`src/rtl/cmp_share_arbiter.sv`:
```
// Round-robin arbiter sharing one registered magnitude comparator between NUM_REQ requesters.
// Build macro CMP_SIGNED_EN selects a two's-complement compare; the default build compares unsigned.
module cmp_share_arbiter #(
    parameter int NUM_REQ = 4,
    parameter int WIDTH   = 2,
    localparam int IDW    = (NUM_REQ > 1) ? $clog2(NUM_REQ) : 1
) (
    input  logic                       clk,
    input  logic                       rst,
    input  logic [NUM_REQ-1:0]         req_valid,
    input  logic [NUM_REQ*WIDTH-1:0]   req_a,
    input  logic [NUM_REQ*WIDTH-1:0]   req_b,
    output logic [NUM_REQ-1:0]         req_ready,
    output logic                       rsp_valid,
    input  logic                       rsp_ready,
    output logic [IDW-1:0]             rsp_id,
    output logic                       rsp_gt,
    output logic                       rsp_eq,
    output logic                       rsp_lt,
    output logic                       busy
);

    typedef enum logic [1:0] {
        ST_IDLE    = 2'd0,
        ST_COMPARE = 2'd1,
        ST_RESP    = 2'd2
    } state_t;

    // Returns {gt, eq, lt}; exactly one bit is set for any operand pair.
    function automatic logic [2:0] cmp_flags(input logic [WIDTH-1:0] a,
                                             input logic [WIDTH-1:0] b);
`ifdef CMP_SIGNED_EN
        logic signed [WIDTH-1:0] sa;
        logic signed [WIDTH-1:0] sb;
        sa = $signed(a);
        sb = $signed(b);
        return {sa > sb, sa == sb, sa < sb};
`else
        return {a > b, a == b, a < b};
`endif
    endfunction

    state_t               state_q, state_d;
    logic [IDW-1:0]       rr_ptr_q, rr_ptr_d;
    logic [WIDTH-1:0]     op_a_q, op_a_d;
    logic [WIDTH-1:0]     op_b_q, op_b_d;
    logic [IDW-1:0]       op_id_q, op_id_d;
    logic [IDW-1:0]       rsp_id_q, rsp_id_d;
    logic [2:0]           rsp_flags_q, rsp_flags_d;

    logic [NUM_REQ-1:0]   gnt_oh;
    logic                 gnt_found;
    logic [IDW-1:0]       gnt_id;
    logic [WIDTH-1:0]     gnt_a;
    logic [WIDTH-1:0]     gnt_b;
    logic [IDW-1:0]       idx_sel;
    int                   idx;

    // Stage 0: rotating priority search starting at rr_ptr
    always_comb begin
        gnt_oh    = '0;
        gnt_found = 1'b0;
        gnt_id    = '0;
        gnt_a     = '0;
        gnt_b     = '0;
        idx       = 0;
        idx_sel   = '0;
        for (int off = 0; off < NUM_REQ; off++) begin
            idx = int'(rr_ptr_q) + off;
            if (idx >= NUM_REQ) begin
                idx = idx - NUM_REQ;
            end
            idx_sel = IDW'(idx);
            if (!gnt_found && req_valid[idx_sel]) begin
                gnt_found       = 1'b1;
                gnt_oh[idx_sel] = 1'b1;
                gnt_id          = idx_sel;
                gnt_a           = req_a[idx*WIDTH +: WIDTH];
                gnt_b           = req_b[idx*WIDTH +: WIDTH];
            end
        end
    end

    assign req_ready = (state_q == ST_IDLE && !rst) ? gnt_oh : '0;

    always_comb begin
        state_d     = state_q;
        rr_ptr_d    = rr_ptr_q;
        op_a_d      = op_a_q;
        op_b_d      = op_b_q;
        op_id_d     = op_id_q;
        rsp_id_d    = rsp_id_q;
        rsp_flags_d = rsp_flags_q;
        case (state_q)
            ST_IDLE: begin
                if (gnt_found) begin
                    op_a_d  = gnt_a;
                    op_b_d  = gnt_b;
                    op_id_d = gnt_id;
                    state_d = ST_COMPARE;
                end
            end
            // Stage 1: compare captured operands into the response registers
            ST_COMPARE: begin
                rsp_flags_d = cmp_flags(op_a_q, op_b_q);
                rsp_id_d    = op_id_q;
                state_d     = ST_RESP;
            end
            // Stage 2: hold the response; the served requester drops to lowest priority
            ST_RESP: begin
                if (rsp_ready) begin
                    if (rsp_id_q == IDW'(NUM_REQ - 1)) begin
                        rr_ptr_d = '0;
                    end else begin
                        rr_ptr_d = rsp_id_q + 1'b1;
                    end
                    state_d = ST_IDLE;
                end
            end
            default: begin
                state_d = ST_IDLE;
            end
        endcase
    end

    always_ff @(posedge clk) begin
        if (rst) begin
            state_q     <= ST_IDLE;
            rr_ptr_q    <= '0;
            op_a_q      <= '0;
            op_b_q      <= '0;
            op_id_q     <= '0;
            rsp_id_q    <= '0;
            rsp_flags_q <= '0;
        end else begin
            state_q     <= state_d;
            rr_ptr_q    <= rr_ptr_d;
            op_a_q      <= op_a_d;
            op_b_q      <= op_b_d;
            op_id_q     <= op_id_d;
            rsp_id_q    <= rsp_id_d;
            rsp_flags_q <= rsp_flags_d;
        end
    end

    assign rsp_valid = (state_q == ST_RESP);
    assign rsp_id    = rsp_id_q;
    assign rsp_gt    = rsp_flags_q[2];
    assign rsp_eq    = rsp_flags_q[1];
    assign rsp_lt    = rsp_flags_q[0];
    assign busy      = (state_q != ST_IDLE);

endmodule

```
`config.mk`:
```
export PLATFORM = sky130hd
export DESIGN_NAME = cmp_share_arbiter
export DESIGN_NICKNAME = d
export VERILOG_FILES = /design/src/rtl/cmp_share_arbiter.sv
export SDC_FILE = /design/constraint.sdc
export NUM_CORES = 1
export LEC_CHECK = 0
export CORE_AREA = 4 4 57 72
export DETAILED_ROUTE_END_ITERATION = 6
export DIE_AREA = 0 0 61 76
export PLACE_DENSITY = 0.77
export SKIP_CTS_REPAIR_TIMING = 1
export SYNTH_ARGS = -nofsm -noshare
export SYNTH_HDL_FRONTEND = slang
export SYNTH_SLANG_ARGS = --single-unit
```
`constraint.sdc`:
```
create_clock -name clk -period 5.1 [get_ports clk]
set_input_delay 1.02 -clock clk [delete_from_list [all_inputs] [get_ports clk]]
set_output_delay 1.02 -clock clk [all_outputs]
set_load 0.005 [all_outputs]
```
==> impl_metrics.prom, run 1 <==
# TYPE chip_impl_metric gauge
chip_impl_metric{name="timing.max_cap.violations",unit=""} 0
chip_impl_metric{name="synth_compound_area_share",unit="%"} 17.1
chip_impl_metric{name="die_width",unit="microns"} 61
chip_impl_metric{name="via_count",unit=""} 1553
chip_impl_metric{name="numCtsBuffers",unit=""} 3
chip_impl_metric{name="yosys_warnings",unit=""} 0
chip_impl_metric{name="number_of_flops_mapped_to_enable_cells_by_yosys",unit=""} 0
chip_impl_metric{name="share_of_the_yosys_chip_area_belonging_to_registers",unit="%"} 17.6
chip_impl_metric{name="final_hold_viol_count",unit=""} 0
chip_impl_metric{name="grt_max_degree",unit=""} 36
chip_impl_metric{name="grt_overflow",unit=""} 0
chip_impl_info{name="timing.setup.critical_path_class",value="input pin to output port"} 1
chip_impl_metric{name="synth.distinct_cells",unit=""} 40
chip_impl_metric{name="cp.arrival",unit="ns"} 3.75
chip_impl_info{name="cts-root-buf",value="sky130_fd_sc_hd__clkbuf_8"} 1
chip_impl_metric{name="drtPass1Iterations",unit=""} 5
chip_impl_metric{name="layout-area-overhead-vs-synth",unit="%"} 21.9
chip_impl_metric{name="route.antenna.remaining_nets",unit=""} 0
chip_impl_metric{name="report.final.slew_viol_count",unit=""} 0
chip_impl_info{name="setup.worst_path.end_class",value="output port"} 1
chip_impl_metric{name="worstMarginPinSlew",unit="ns"} 0.536
chip_impl_metric{name="clk_sink_count",unit=""} 15
chip_impl_metric{name="power-per-cell-area",unit="nW/um^2"} 204
chip_impl_metric{name="synth_mux_area_share",unit="%"} 31.4
chip_impl_info{name="cp-endpoint",value="req_ready[0]"} 1
chip_impl_metric{name="initial_antenna_violation_count",unit=""} 0
chip_impl_metric{name="final_period_minus_worst_setup_slack",unit="ns"} 4.77
chip_impl_metric{name="syn-num-nets",unit=""} 214
chip_impl_metric{name="final_min_period_over_clock_period",unit="%"} 93.5
chip_impl_metric{name="place.gp.congestion",unit=""} 0.783
chip_impl_metric{name="cts-root-to-sink-buffers",unit=""} 2
chip_impl_metric{name="synthesis.instances",unit=""} 181
chip_impl_metric{name="grt_usage",unit="%"} 18.9
chip_impl_metric{name="fin_hold_ws",unit="ns"} 0.487
chip_impl_metric{name="placement.io_buffers",unit=""} 33
chip_impl_metric{name="timing.max_slew.rel_slack",unit="%"} 64.2
chip_impl_metric{name="final_worst_clock_skew",unit="ns"} 0.00215
chip_impl_metric{name="die_height",unit="microns"} 76
chip_impl_metric{name="synth_seq_cells",unit=""} 15
chip_impl_metric{name="route.detailed.vias_per_inst",unit=""} 6.34
chip_impl_metric{name="synthSimpleGateAreaFrac",unit="%"} 20.4
chip_impl_metric{name="design.die.area",unit="sq um"} 4640
chip_impl_metric{name="initial_utilization",unit="%"} 49.8
chip_impl_metric{name="ios",unit=""} 34
chip_impl_metric{name="p_leak",unit="uW"} 0.000736
chip_impl_metric{name="clock_insertion_delay_worst_skew",unit="ns"} 0.25
chip_impl_metric{name="syn-cell-area",unit="sq um"} 1700
chip_impl_metric{name="worst-r2r-setup-slack",unit="ns"} 2.31
chip_impl_info{name="cts_tree",value="built"} 1
chip_impl_info{name="cp-start-kind",value="input pin"} 1
chip_impl_metric{name="grt_pass1_vias",unit=""} 1555
chip_impl_metric{name="average_instance_area_after_synthesis",unit="sq um"} 9.42
chip_impl_info{name="setup_repair_after_global_routing_missed_its_margin",value="no"} 1
chip_impl_metric{name="rr_worst_depth",unit=""} 8
chip_impl_metric{name="setup-tns-final",unit="ns"} 0
chip_impl_metric{name="layout.filler_cells",unit=""} 304
chip_impl_metric{name="postRouteWirelength",unit="microns"} 4010
chip_impl_metric{name="average_routed_wire_per_standard_cell",unit="microns"} 16.4
chip_impl_metric{name="nNetsFinal",unit=""} 240
chip_impl_metric{name="post_synth_fa_ha_maj_area_fraction",unit="%"} 7.34
chip_impl_metric{name="drt_iter0_markers",unit=""} 64
chip_impl_info{name="hold_path.class",value="register to register"} 1
chip_impl_metric{name="ys_async_sr_fraction",unit="%"} 0
chip_impl_info{name="synth_top_family_by_area",value="multiplexers"} 1
chip_impl_metric{name="global_route_wire_length_before_repair",unit="microns"} 7040
chip_impl_info{name="outcome",value="completed"} 1
chip_impl_metric{name="drc",unit=""} 0
chip_impl_info{name="top_library_cells_by_usage_in_the_layout_fill_and_taps_aside",value="33 x sky130_fd_sc_hd__clkdlybuf4s50_1, 15 x sky130_fd_sc_hd__mux4_2, 15 x sky130_fd_sc_hd__a21oi_1, 15 x sky130_fd_sc_hd__dfxtp_1"} 1
chip_impl_metric{name="synth_xor_area_share",unit="%"} 0
chip_impl_info{name="crit-reg2reg-launch",value="rr_ptr_q[1]$_SDFFE_PP0P_"} 1
chip_impl_metric{name="dp.final_hpwl",unit="microns"} 3030
chip_impl_metric{name="max-vdd-ir-drop",unit="mV"} 0.193
chip_impl_info{name="most_common_cell_after_layout_fill_and_taps_aside",value="sky130_fd_sc_hd__clkdlybuf4s50_1"} 1
chip_impl_info{name="worstReg2RegEnd",value="op_id_q[1]$_SDFFE_PP0P_"} 1
chip_impl_metric{name="h-tree-depth",unit=""} 1
chip_impl_metric{name="critPathMaxFanout",unit=""} 20
chip_impl_info{name="synthFlopType",value="sky130_fd_sc_hd__dfxtp_1"} 1
chip_impl_metric{name="worst-endpoint-required",unit="ns"} 4.08
chip_impl_metric{name="core_box_area",unit="sq um"} 3420
chip_impl_metric{name="rows",unit=""} 24
chip_impl_metric{name="timing.final.setup_violations",unit=""} 0
chip_impl_metric{name="insertedDiodeCount",unit=""} 0
chip_impl_info{name="origin_of_the_worst_setup_path",value="req_valid[0]"} 1
chip_impl_metric{name="worst_setup_hold_path_clk_slew",unit="ns"} 0.06
chip_impl_metric{name="drive_above_1_share",unit="%"} 20.4
chip_impl_metric{name="max_freq",unit="GHz"} 0.210
==> cells by family (layout without fill, tap and decap cells) <==
group	count (synthesis)	count (layout)
multiplexers	32	32
flip-flops	15	15
AND/OR/NAND/NOR	59	59
buffers and inverters	23	48
adder cells (fa/ha/maj)	10	10
AO/OA/AOI/OAI	42	42
==> metrics by stage <==
stage	cell area [sq um]	cells	setup slack, ns	util, %	power (uW)
after CTS	2080	245	0.368	60.7	427
after detailed placement	2030	241	0.379	59.3	329
after global routing	2080	245	0.227	60.7	455
final	2080	245	0.330	60.7	425
after global placement	2030	241	0.469	59.3	318
after floorplan	1700	181	0.918	-	267
==> critical path, stage by stage <==
cell,delay (ns)
sky130_fd_sc_hd__clkdlybuf4s50_1,0.56
sky130_fd_sc_hd__mux4_2,0.70
sky130_fd_sc_hd__or2_4,0.35
sky130_fd_sc_hd__nor3b_2,0.29
sky130_fd_sc_hd__a22oi_1,0.11
sky130_fd_sc_hd__a21oi_1,0.18
sky130_fd_sc_hd__clkdlybuf4s50_1,0.53
==> final cells by class <==
| type | instances | area (sq um) | area share, % |
|---|---|---|---|
| Multi-Input combinational cell | 143 | 1300 | 62.5 |
| Timing Repair Buffer | 36 | 353 | 17.0 |
| Sequential cell | 15 | 300 | 14.5 |
| Tap cell | 39 | 48.8 | 2.35 |
| Clock buffer | 3 | 41.3 | 1.99 |
| Inverter | 8 | 30.0 | 1.45 |
| Clock inverter | 1 | 5.00 | 0.241 |
==> cells in the mapped netlist, types with 2 or more instances <==
cell type,number,area share [%]
sky130_fd_sc_hd__a211oi_2,2,1.5
sky130_fd_sc_hd__a21oi_1,15,4.4
sky130_fd_sc_hd__a22oi_1,13,5.7
sky130_fd_sc_hd__and4bb_2,3,2.2
sky130_fd_sc_hd__buf_2,3,0.88
sky130_fd_sc_hd__buf_6,2,1.3
sky130_fd_sc_hd__clkbuf_1,9,2.0
sky130_fd_sc_hd__dfxtp_1,15,18
sky130_fd_sc_hd__ha_1,10,7.3
sky130_fd_sc_hd__inv_1,8,1.8
sky130_fd_sc_hd__mux2_2,8,5.3
sky130_fd_sc_hd__mux2i_1,8,4.7
sky130_fd_sc_hd__mux4_2,15,20
sky130_fd_sc_hd__nand2_1,13,2.9
sky130_fd_sc_hd__nand2b_1,6,2.2
sky130_fd_sc_hd__nand3b_1,2,0.88
sky130_fd_sc_hd__nor2_1,12,2.6
sky130_fd_sc_hd__nor2b_1,2,0.73
sky130_fd_sc_hd__nor3_1,7,2.1
sky130_fd_sc_hd__o211ai_1,2,0.88
sky130_fd_sc_hd__o21ai_0,2,0.59
sky130_fd_sc_hd__o221ai_1,4,2.1
sky130_fd_sc_hd__or2_2,3,1.1
==> routing by layer <==
metal	vias up	wire length (microns)	global-route usage, %
met3	9	225	1.53
li1	743	-	-
met1	740	1610	25.2
met4	0	91	7.59
met2	61	2090	30.6
met5	-	0	0
==> power by group <==
group          internal, uW  switching, uW
Sequential              133           8.74
Clock                  54.1           42.3
Combinational          96.1           90.6
Total                   283            142
==> flip-flops by register name, summed over array words and instances (netlist names) <==
signal,flops
rsp_id,2
op_id_q,2
state_q,2
op_a_q,2
rsp_flags_q,3
op_b_q,2
rr_ptr_q,2
==> how the worst min path moves through the flow <==
stage                                           start                          end  slack (ns)  cells after the start
after floorplan               op_id_q[1]$_SDFFE_PP0P_      op_id_q[1]$_SDFFE_PP0P_        0.45                      2
after global placement    rsp_flags_q[1]$_SDFFE_PP0N_  rsp_flags_q[1]$_SDFFE_PP0N_        0.47                      2
after detailed placement      op_id_q[0]$_SDFFE_PP0P_      op_id_q[0]$_SDFFE_PP0P_        0.47                      2
after CTS                     op_id_q[0]$_SDFFE_PP0P_      op_id_q[0]$_SDFFE_PP0P_        0.48                      2
after global routing          op_id_q[0]$_SDFFE_PP0P_      op_id_q[0]$_SDFFE_PP0P_        0.49                      2
final                         op_id_q[1]$_SDFFE_PP0P_      op_id_q[1]$_SDFFE_PP0P_        0.49                      2
No activity file was read; power rests on OpenSTA's default activity.
==> run 2: changes to the inputs <==
- CTS_BUF_LIST: not set -> sky130_fd_sc_hd__clkbuf_4 sky130_fd_sc_hd__clkbuf_8 sky130_fd_sc_hd__clkbuf_16
- HOLD_SLACK_MARGIN: not set -> 0.12
==> results of run 2 <==
No change in the layout: final DEF, timing and power equal those of run 1.
==> run 3: changes to the inputs <==
- ABC_AREA: not set -> 1
- CORE_AREA: 4 4 57 72 -> 4 4 56 70
- DIE_AREA: 0 0 61 76 -> 0 0 60 74
- PLACE_DENSITY: 0.77 -> 0.78
==> impl_metrics.prom, run 3 <==
# TYPE chip_impl_metric gauge
chip_impl_metric{name="ys_async_sr_fraction",unit="%"} 0
chip_impl_info{name="most_common_cell_after_layout_fill_and_taps_aside",value="sky130_fd_sc_hd__nand2_1"} 1
chip_impl_metric{name="drt_iter0_markers",unit=""} 94
chip_impl_metric{name="final_hold_viol_count",unit=""} 0
chip_impl_info{name="gr-max-usage-layer",value="met2"} 1
chip_impl_metric{name="postRouteWirelength",unit="microns"} 3620
chip_impl_metric{name="max_ffs_per_register",unit=""} 3
chip_impl_info{name="cp-start-kind",value="register"} 1
chip_impl_metric{name="p_leak",unit="uW"} 0.00101
chip_impl_metric{name="cts-root-to-sink-buffers",unit=""} 2
chip_impl_metric{name="h-tree-depth",unit=""} 1
chip_impl_metric{name="average_routed_wire_per_standard_cell",unit="microns"} 10.4
chip_impl_info{name="outcome",value="completed"} 1
chip_impl_info{name="max_flop_register",value="rsp_flags_q"} 1
chip_impl_metric{name="synthesis.instances",unit=""} 280
chip_impl_metric{name="worst-r2r-setup-slack",unit="ns"} 2.46
chip_impl_metric{name="syn-num-nets",unit=""} 313
chip_impl_metric{name="die_width",unit="microns"} 60
chip_impl_metric{name="timing.max_cap.violations",unit=""} 0
chip_impl_metric{name="rr_worst_depth",unit=""} 9
chip_impl_metric{name="drive_above_1_share",unit="%"} 9.35
chip_impl_metric{name="worst_setup_hold_path_clk_slew",unit="ns"} 0.06
chip_impl_metric{name="worst-endpoint-required",unit="ns"} 4.08
chip_impl_metric{name="final_cell_count_no_fill",unit=""} 347
chip_impl_metric{name="syn-cell-area",unit="sq um"} 1640
chip_impl_metric{name="grt_overflow",unit=""} 0
chip_impl_metric{name="place.gp.congestion",unit=""} 1.03
chip_impl_info{name="timing.setup.critical_path_class",value="register to output port"} 1
chip_impl_metric{name="share_of_the_yosys_chip_area_belonging_to_registers",unit="%"} 18.3
chip_impl_metric{name="ios",unit=""} 34
chip_impl_metric{name="insertedDiodeCount",unit=""} 0
chip_impl_metric{name="final_period_minus_worst_setup_slack",unit="ns"} 4.27
chip_impl_info{name="crit-reg2reg-launch",value="rr_ptr_q[1]$_SDFFE_PP0P_"} 1
chip_impl_metric{name="clock_insertion_delay_worst_skew",unit="ns"} 0.24
chip_impl_metric{name="intPower",unit="uW"} 298
chip_impl_metric{name="p_comb_share",unit="%"} 49.2
chip_impl_metric{name="yosys_warnings",unit=""} 0
chip_impl_metric{name="placement.io_buffers",unit=""} 33
chip_impl_metric{name="global_route.usage.met1",unit="%"} 21.8
chip_impl_metric{name="numCtsBuffers",unit=""} 3
chip_impl_metric{name="average_instance_area_after_synthesis",unit="sq um"} 5.84
chip_impl_metric{name="final_min_period_over_clock_period",unit="%"} 83.8
chip_impl_info{name="synth.area.top_cells",value="sky130_fd_sc_hd__nand2_1 19%, sky130_fd_sc_hd__dfxtp_1 18%, sky130_fd_sc_hd__o21ai_0 8.3%"} 1
chip_impl_metric{name="global_route_wire_length_before_repair",unit="microns"} 6330
chip_impl_metric{name="layout-area-overhead-vs-synth",unit="%"} 23.3
chip_impl_metric{name="grtUsageMet2",unit="%"} 31.4
chip_impl_info{name="hold_path.class",value="register to register"} 1
chip_impl_metric{name="layout.filler_cells",unit=""} 320
chip_impl_metric{name="cp.arrival",unit="ns"} 3.25
chip_impl_metric{name="net-switching-power",unit="uW"} 189
chip_impl_metric{name="setup-tns-final",unit="ns"} 0
chip_impl_info{name="origin_of_the_worst_setup_path",value="rr_ptr_q[1]$_SDFFE_PP0P_"} 1
chip_impl_metric{name="worstMarginPinSlew",unit="ns"} 0.550
chip_impl_metric{name="timing.final.setup_violations",unit=""} 0
chip_impl_metric{name="grt_max_degree",unit=""} 32
chip_impl_info{name="synth_most_common_cell",value="sky130_fd_sc_hd__nand2_1"} 1
chip_impl_info{name="synthTopCellsByCount",value="84 x sky130_fd_sc_hd__nand2_1, 32 x sky130_fd_sc_hd__nor2_1, 31 x sky130_fd_sc_hd__inv_1, 27 x sky130_fd_sc_hd__o21ai_0, 26 x sky130_fd_sc_hd__nand3_1"} 1
chip_impl_metric{name="placed_cells",unit=""} 343
chip_impl_metric{name="critPathMaxFanout",unit=""} 15
chip_impl_metric{name="synth.distinct_cells",unit=""} 24
chip_impl_metric{name="power.share.clock",unit="%"} 20.4
chip_impl_metric{name="drc",unit=""} 0
chip_impl_metric{name="grt_pass1_vias",unit=""} 1533
chip_impl_metric{name="initial_utilization",unit="%"} 50.8
chip_impl_info{name="top_library_cells_by_usage_in_the_layout_fill_and_taps_aside",value="84 x sky130_fd_sc_hd__nand2_1, 33 x sky130_fd_sc_hd__clkdlybuf4s50_1, 32 x sky130_fd_sc_hd__nor2_1, 31 x sky130_fd_sc_hd__inv_1, 27 x sky130_fd_sc_hd__o21ai_0"} 1
chip_impl_info{name="synthFlopType",value="sky130_fd_sc_hd__dfxtp_1"} 1
chip_impl_metric{name="drtPass1Iterations",unit=""} 4
chip_impl_metric{name="core_box_area",unit="sq um"} 3220
chip_impl_metric{name="die_height",unit="microns"} 74
chip_impl_metric{name="synth_top_area_share",unit="%"} 19.3
chip_impl_metric{name="fin_util",unit="%"} 62.6
chip_impl_metric{name="report.final.slew_viol_count",unit=""} 0
chip_impl_info{name="setup.worst_path.end_class",value="output port"} 1
chip_impl_metric{name="route.detailed.vias_per_inst",unit=""} 5.02
chip_impl_info{name="cts_tree",value="built"} 1
chip_impl_info{name="cts-root-buf",value="sky130_fd_sc_hd__clkbuf_8"} 1
chip_impl_metric{name="design.die.area",unit="sq um"} 4440
chip_impl_info{name="cp-endpoint",value="req_ready[0]"} 1
chip_impl_metric{name="route.antenna.remaining_nets",unit=""} 0
chip_impl_metric{name="power-per-cell-area",unit="nW/um^2"} 241
chip_impl_metric{name="nNetsFinal",unit=""} 344
chip_impl_metric{name="power.share.switching",unit="%"} 38.9
chip_impl_metric{name="number_of_flops_mapped_to_enable_cells_by_yosys",unit=""} 0
chip_impl_metric{name="clk_sink_count",unit=""} 15
chip_impl_metric{name="rows",unit=""} 23
chip_impl_metric{name="gr-usage-met3",unit="%"} 1.22
chip_impl_info{name="setup_repair_after_global_routing_missed_its_margin",value="no"} 1
chip_impl_metric{name="share_seq_of_total_power",unit="%"} 30.4
chip_impl_metric{name="dp.final_hpwl",unit="microns"} 2930
chip_impl_metric{name="synth_seq_cells",unit=""} 15
chip_impl_info{name="synth_area_leader_cell",value="sky130_fd_sc_hd__nand2_1"} 1
chip_impl_metric{name="timing.max_slew.rel_slack",unit="%"} 63.3
chip_impl_metric{name="via_count",unit=""} 1741
chip_impl_metric{name="initial_antenna_violation_count",unit=""} 0
chip_impl_metric{name="final_worst_clock_skew",unit="ns"} 0.00157
chip_impl_metric{name="max_freq",unit="GHz"} 0.234
chip_impl_metric{name="grt_usage",unit="%"} 17.8
chip_impl_metric{name="max-vdd-ir-drop",unit="mV"} 0.209
chip_impl_info{name="worstReg2RegEnd",value="op_a_q[1]$_SDFFE_PP0P_"} 1
-- run 3: how the worst min path moves through the flow --
| stage | start | end | slack [ns] | cells after the start |
|---|---|---|---|---|
| after floorplan | op_id_q[0]$_SDFFE_PP0P_ | rsp_id[0]$_SDFFE_PP0N_ | 0.43 | 2 |
| after global placement | rsp_flags_q[2]$_SDFFE_PP0N_ | rsp_flags_q[2]$_SDFFE_PP0N_ | 0.45 | 2 |
| after detailed placement | rsp_flags_q[2]$_SDFFE_PP0N_ | rsp_flags_q[2]$_SDFFE_PP0N_ | 0.46 | 2 |
| after CTS | rsp_flags_q[2]$_SDFFE_PP0N_ | rsp_flags_q[2]$_SDFFE_PP0N_ | 0.47 | 2 |
| after global routing | rsp_flags_q[2]$_SDFFE_PP0N_ | rsp_flags_q[2]$_SDFFE_PP0N_ | 0.50 | 2 |
| final | rsp_flags_q[2]$_SDFFE_PP0N_ | rsp_flags_q[2]$_SDFFE_PP0N_ | 0.46 | 2 |
-- run 3: layout make-up --
class	count	area, sq um	area share [%]
Multi-Input combinational cell	219	1140	56.6
Timing Repair Buffer	34	338	16.7
Clock buffer	4	48.8	2.42
Inverter	38	143	7.07
Tap cell	37	46.3	2.29
Sequential cell	15	300	14.9
-- run 3: kinds of logic (layout without fill, tap and decap cells) --
family	Yosys count	after routing	share of synthesized area, %
adders and majority gates	10	10	7.65
and+or+nand+nor	157	157	43.5
AOI/OAI and AO/OA	49	49	16.8
DFF	15	15	18.3
buffers and inverters	46	76	11.8
muxes	3	3	1.83
-- run 3: critical path, cell delays in order (launching register included) --
cell and delay, ns:
sky130_fd_sc_hd__dfxtp_1 0.66, sky130_fd_sc_hd__inv_2 0.23, sky130_fd_sc_hd__ha_1 0.64, sky130_fd_sc_hd__inv_2 0.18
sky130_fd_sc_hd__nand3_1 0.18, sky130_fd_sc_hd__nand2_4 0.12, sky130_fd_sc_hd__nor2_8 0.18, sky130_fd_sc_hd__a22oi_1 0.09
sky130_fd_sc_hd__nand3_1 0.10, sky130_fd_sc_hd__nand2_1 0.05, sky130_fd_sc_hd__inv_1 0.07, sky130_fd_sc_hd__clkdlybuf4s50_1 0.50
-- run 3: per-layer routing --
| metal | up-vias | part of all wire, % |
|---|---|---|
| met2 | 47 | 48 |
| met3 | 7 | 4.8 |
| met1 | 733 | 45 |
| met4 | 0 | 1.8 |
| li1 | 954 | - |
| met5 | - | 0 |
-- run 3: power by group through the flow --
stage | registers, uW | logic (uW) | clock network [uW]
after detailed placement | 151 | 239 | 0
after global placement | 150 | 235 | 0
after global routing | 151 | 274 | 106
after floorplan | 149 | 171 | 0
final | 148 | 240 | 99.4
after CTS | 148 | 241 | 101
-- run 3: through the flow --
stage               power (uW)  hold slack, ns  setup slack, ns  cell area, sq um
finish                     487           0.462            0.826              2020
global route               531           0.500            0.556              2020
CTS                        490           0.466            0.827              2020
detailed placement         390           0.457            0.982              1970
global placement           386           0.452             1.04              1970
floorplan                  320           0.430             2.20              1640
==> RTL change 1 (flow settings as in run 3) <==
Reset style: asynchronous (`rst`), changed in one clocked block.
--- a/src/rtl/cmp_share_arbiter.sv
+++ b/src/rtl/cmp_share_arbiter.sv
@@ -123,7 +123,7 @@
         endcase
     end
 
-    always_ff @(posedge clk) begin
+    always_ff @(posedge clk or posedge rst) begin
         if (rst) begin
             state_q     <= ST_IDLE;
             rr_ptr_q    <= '0;
Check against the original RTL: differs if rst is asserted again (counterexample within 4 cycles, from zero or initial values and one cycle with rst high); with rst held inactive, the same outputs for 10 cycles.
==> RTL change 1 against run 3 <==
Synthesized cell count rose by 5.4%. Register-to-register slack got worse by 0.12 ns. Routed wire length rose by 18%. Non-clock buffer count did not move. Synthesized area rose by 7.8%. Sequential cell count did not move. Design area rose by 5.1%. Final cell count rose by 3.5%. Setup slack improved by 0.072 ns. Largest cell class unchanged.
Power is not compared: it rests on default switching activity, and its combinational part moved more than twofold at a synthesized area within 25%.
==> RTL change 1: results (changes against run 3) <==
- Status: finished clean (unchanged)
- Crit path largest cell delay: 0.64 ns (was 0.66 ns)
- Post-synth top flop: dfrtp_1 (was dfxtp_1)
- DRT Pass-1 Iters: 5 (was 4)
- Post-Route WL: 4270 um (was 3620 um)
- Ys async rst share: 100% (was 0%)
- DRT iter0 DRCs: 115 (was 94)
- M2 GR Usage: 38.6% (was 31.4%)
- GRT Overall Usage: 20.9% (was 17.8%)
- Top cells by area, synth: nand2_1 (24%), dfrtp_1 (21%), nand3_1 (11%) (was nand2_1 (19%), dfxtp_1 (18%), o21ai_0 (8.3%))
- Top cells by count, synth: nand2_1 (113), nand3_1 (38), inv_1 (36) (was nand2_1 (84), nor2_1 (32), inv_1 (31))
- R2R Path Start: rr_ptr_q[1] (unchanged)
- Max FO, Critical Path: 20 (was 15)
- Met1 Use GR: 25.9% (was 21.8%)
- Total CTS buffers: 3 (unchanged)
- Met3 wire length: 170 um (was 173 um)
- Routed length on met2: 2230 um (was 1750 um)
- Synth Area in Compound Gates: 9.15% (was 16.8%)
- Placer Congestion: 0.896 (was 1.03)
- Hold Startpoint: rsp_flags_q[0] (was rsp_flags_q[2])
- Grt met3 use: 1.22% (unchanged)
- Post-synthesis mux area share: 0% (was 1.83%)
- First-pass GRT wire length: 7370 um (was 6330 um)
- Worst Skew: 0.00284 ns (was 0.00157 ns)
- Vias per cell: 5.30 (was 5.02)
- Placement Setup Slack: 1.04 ns (was 0.982 ns)
- # fillers: 311 (was 320)
- Worst hold path class: flip-flop to flip-flop (unchanged)
- Largest net degree at the start of global routing: 40 (was 32)
- Via count: 1,903 (was 1,741)
- Mean Syn Cell Area: 5.98 um2 (was 5.84 um2)
- Adder-cell area share of the yosys netlist: 7.09% (was 7.65%)
- Post-Route M1 WL: 1850 um (was 1640 um)
- Syn Nets: 328 (was 313)
- Root buf cell: clkbuf_8 (unchanged)
- Seq/Total Area, Yosys: 21.3% (was 18.3%)
- Max_slew headroom: 57.3% (was 63.3%)
- Layout cell share with drive strength beyond 1: 8.07% (was 9.35%)
- Final HPWL DP: 3200 um (was 2930 um)
- Critical path arrival: 3.18 ns (was 3.25 ns)
- Finished Cell Area: 2120 um2 (was 2020 um2)
- CP max-delay cell: dfrtp_1 (was dfxtp_1)
- Cell variety after synth: 25 (was 24)
- Placed Instances: 355 (was 343)
- Final setup TNS: 0 ns (unchanged)
- Clock group: 98.3 uW
- Number of global-route vias before repair: 1,766 (was 1,533)
-- RTL change 1: cell count changes in the layout (fill, tap and decap cells not counted), sizes merged, moves of 2 or more --
cell    before  now
dfxtp       15    0
mux2i        3    0
nor2        35   17
o21ai       31   15
a21boi       0    4
nand4        3    9
nand3       27   39
inv         38   40
nand2       92  125
a21oi       12    6
a22oi        5    0
dfrtp        0   15
-- RTL change 1: final cells by class --
| type | instances | share of cell area [%] |
|---|---|---|
| inverters | 40 | 7.43 |
| multi-input cells | 229 | 54.5 |
| clock buffers | 4 | 2.30 |
| repair buffers | 34 | 15.9 |
| flip-flops and latches | 15 | 17.7 |
| well taps | 37 | 2.18 |
-- RTL change 1: worst paths after layout --
kind,to,slack (ns),cells past startpoint
max reg2reg,op_id_q[0],2.34,11
max,req_ready[3],0.90,12
min,rsp_flags_q[0],0.49,2
max in group asynchronous,op_b_q[1],3.59,2
min in group asynchronous,op_a_q[0],1.15,2
min reg2reg,rsp_flags_q[0],0.49,2
==> RTL change 2 (config.mk and constraints of run 3) <==
Without the edit above. Build with the macro `CMP_SIGNED_EN` defined.
--- a/src/rtl/cmp_share_arbiter.sv
+++ b/src/rtl/cmp_share_arbiter.sv
@@ -1,5 +1,7 @@
 // Round-robin arbiter sharing one registered magnitude comparator between NUM_REQ requesters.
 // Build macro CMP_SIGNED_EN selects a two's-complement compare; the default build compares unsigned.
+`define CMP_SIGNED_EN
+
 module cmp_share_arbiter #(
     parameter int NUM_REQ = 4,
     parameter int WIDTH   = 2,
Function: changed (a bounded check fails within 4 cycles, from zero or initial values and one cycle with rst high).
==> RTL change 2 against run 3 <==
Clock skew rose by 0.0038 ns. Maximum frequency fell by 1.6%. Critical path depth did not move. Design area rose by 0.37%. Synthesized area rose by 0.76%. Total power fell by 0.84%. Routed wire length rose by 4.4%. Setup slack got worse by 0.069 ns. Hold slack improved by 0.056 ns. Sequential cell count did not move. Critical path type unchanged.
==> RTL change 2: results (changes against run 3) <==
- Status: finished clean (unchanged)
- Signal buf overhead: 16.7% (about the same)
- Wire length per cell: 11.0 um (was 10.4 um)
- Leakage: 0.00101 uW (about the same)
- Synthesized instance count: 278 (was 280)
- Max rail drop VDD: 288 uV (was 209 uV)
- Placement Setup Slack: 0.972 ns (was 0.982 ns)
- Invs w/o clock: 37 (was 38)
- Number of global-route vias before repair: 1,473 (was 1,533)
- Actual slew at the worst max-slew pin: 0.550 ns (about the same)
- M2 GR Usage: 32.1% (was 31.4%)
- Cell variety after synth: 25 (was 24)
- Top cells by count, synth: nand2_1 (82), nor2_1 (33), inv_1 (32) (was nand2_1 (84), nor2_1 (32), inv_1 (31))
- Placer Congestion: 0.891 (was 1.03)
- Placed Area: 1980 um2 (was 1970 um2)
- Post-Route M1 WL: 1690 um (was 1640 um)
- Post-synthesis mux area share: 1.82% (was 1.83%)
- Seq/Total Area, Yosys: 18.2% (was 18.3%)
- Finished Cell Area: 2030 um2 (was 2020 um2)
- # fillers: 327 (was 320)
- Final clock-cell share: 2.29% (was 2.42%)
- DRT iter0 DRCs: 64 (was 94)
- Syn Nets: 312 (was 313)
- Adder-cell area share of the yosys netlist: 8.80% (was 7.65%)
- Top cells by area, synth: nand2_1 (19%), dfxtp_1 (18%), o21ai_0 (9.1%) (was nand2_1 (19%), dfxtp_1 (18%), o21ai_0 (8.3%))
- GRT Overall Usage: 18.0% (was 17.8%)
- Via count: 1,746 (was 1,741)
RTL change 2: cell count changes in the layout (fill, tap and decap cells not counted), sizes merged:
cell	before	now
nor2	35	36
o21bai	1	0
inv	38	37
fa	0	1
a22oi	5	7
clkinv	0	1
nand2	92	90
a21oi	12	10
clkbuf	4	3
RTL change 2: logic make-up after synthesis:
kind of cell,Yosys count
AND/OR/NAND/NOR,156
AO/OA/AOI/OAI,48
buffers and inverters,45
flip-flops,15
adder cells (fa/ha/maj),11
multiplexers,3
RTL change 2: final timing paths:
path,startpoint,endpoint,slack (ns),cells past startpoint
hold reg to reg,rsp_flags_q[2],rsp_flags_q[2],0.52,2
hold / removal,rsp_flags_q[2],rsp_flags_q[2],0.52,2
setup / recovery,rr_ptr_q[1],req_ready[0],0.76,11
setup reg to reg,rr_ptr_q[1],op_b_q[0],2.35,10
RTL change 2: where the power goes:
part	internal (uW)	switching, uW	leakage, uW	total [uW]
logic	99.2	139	0.000864	238
clock network	54.1	40.6	0.0000255	94.7
registers	137	12.8	0.000124	150
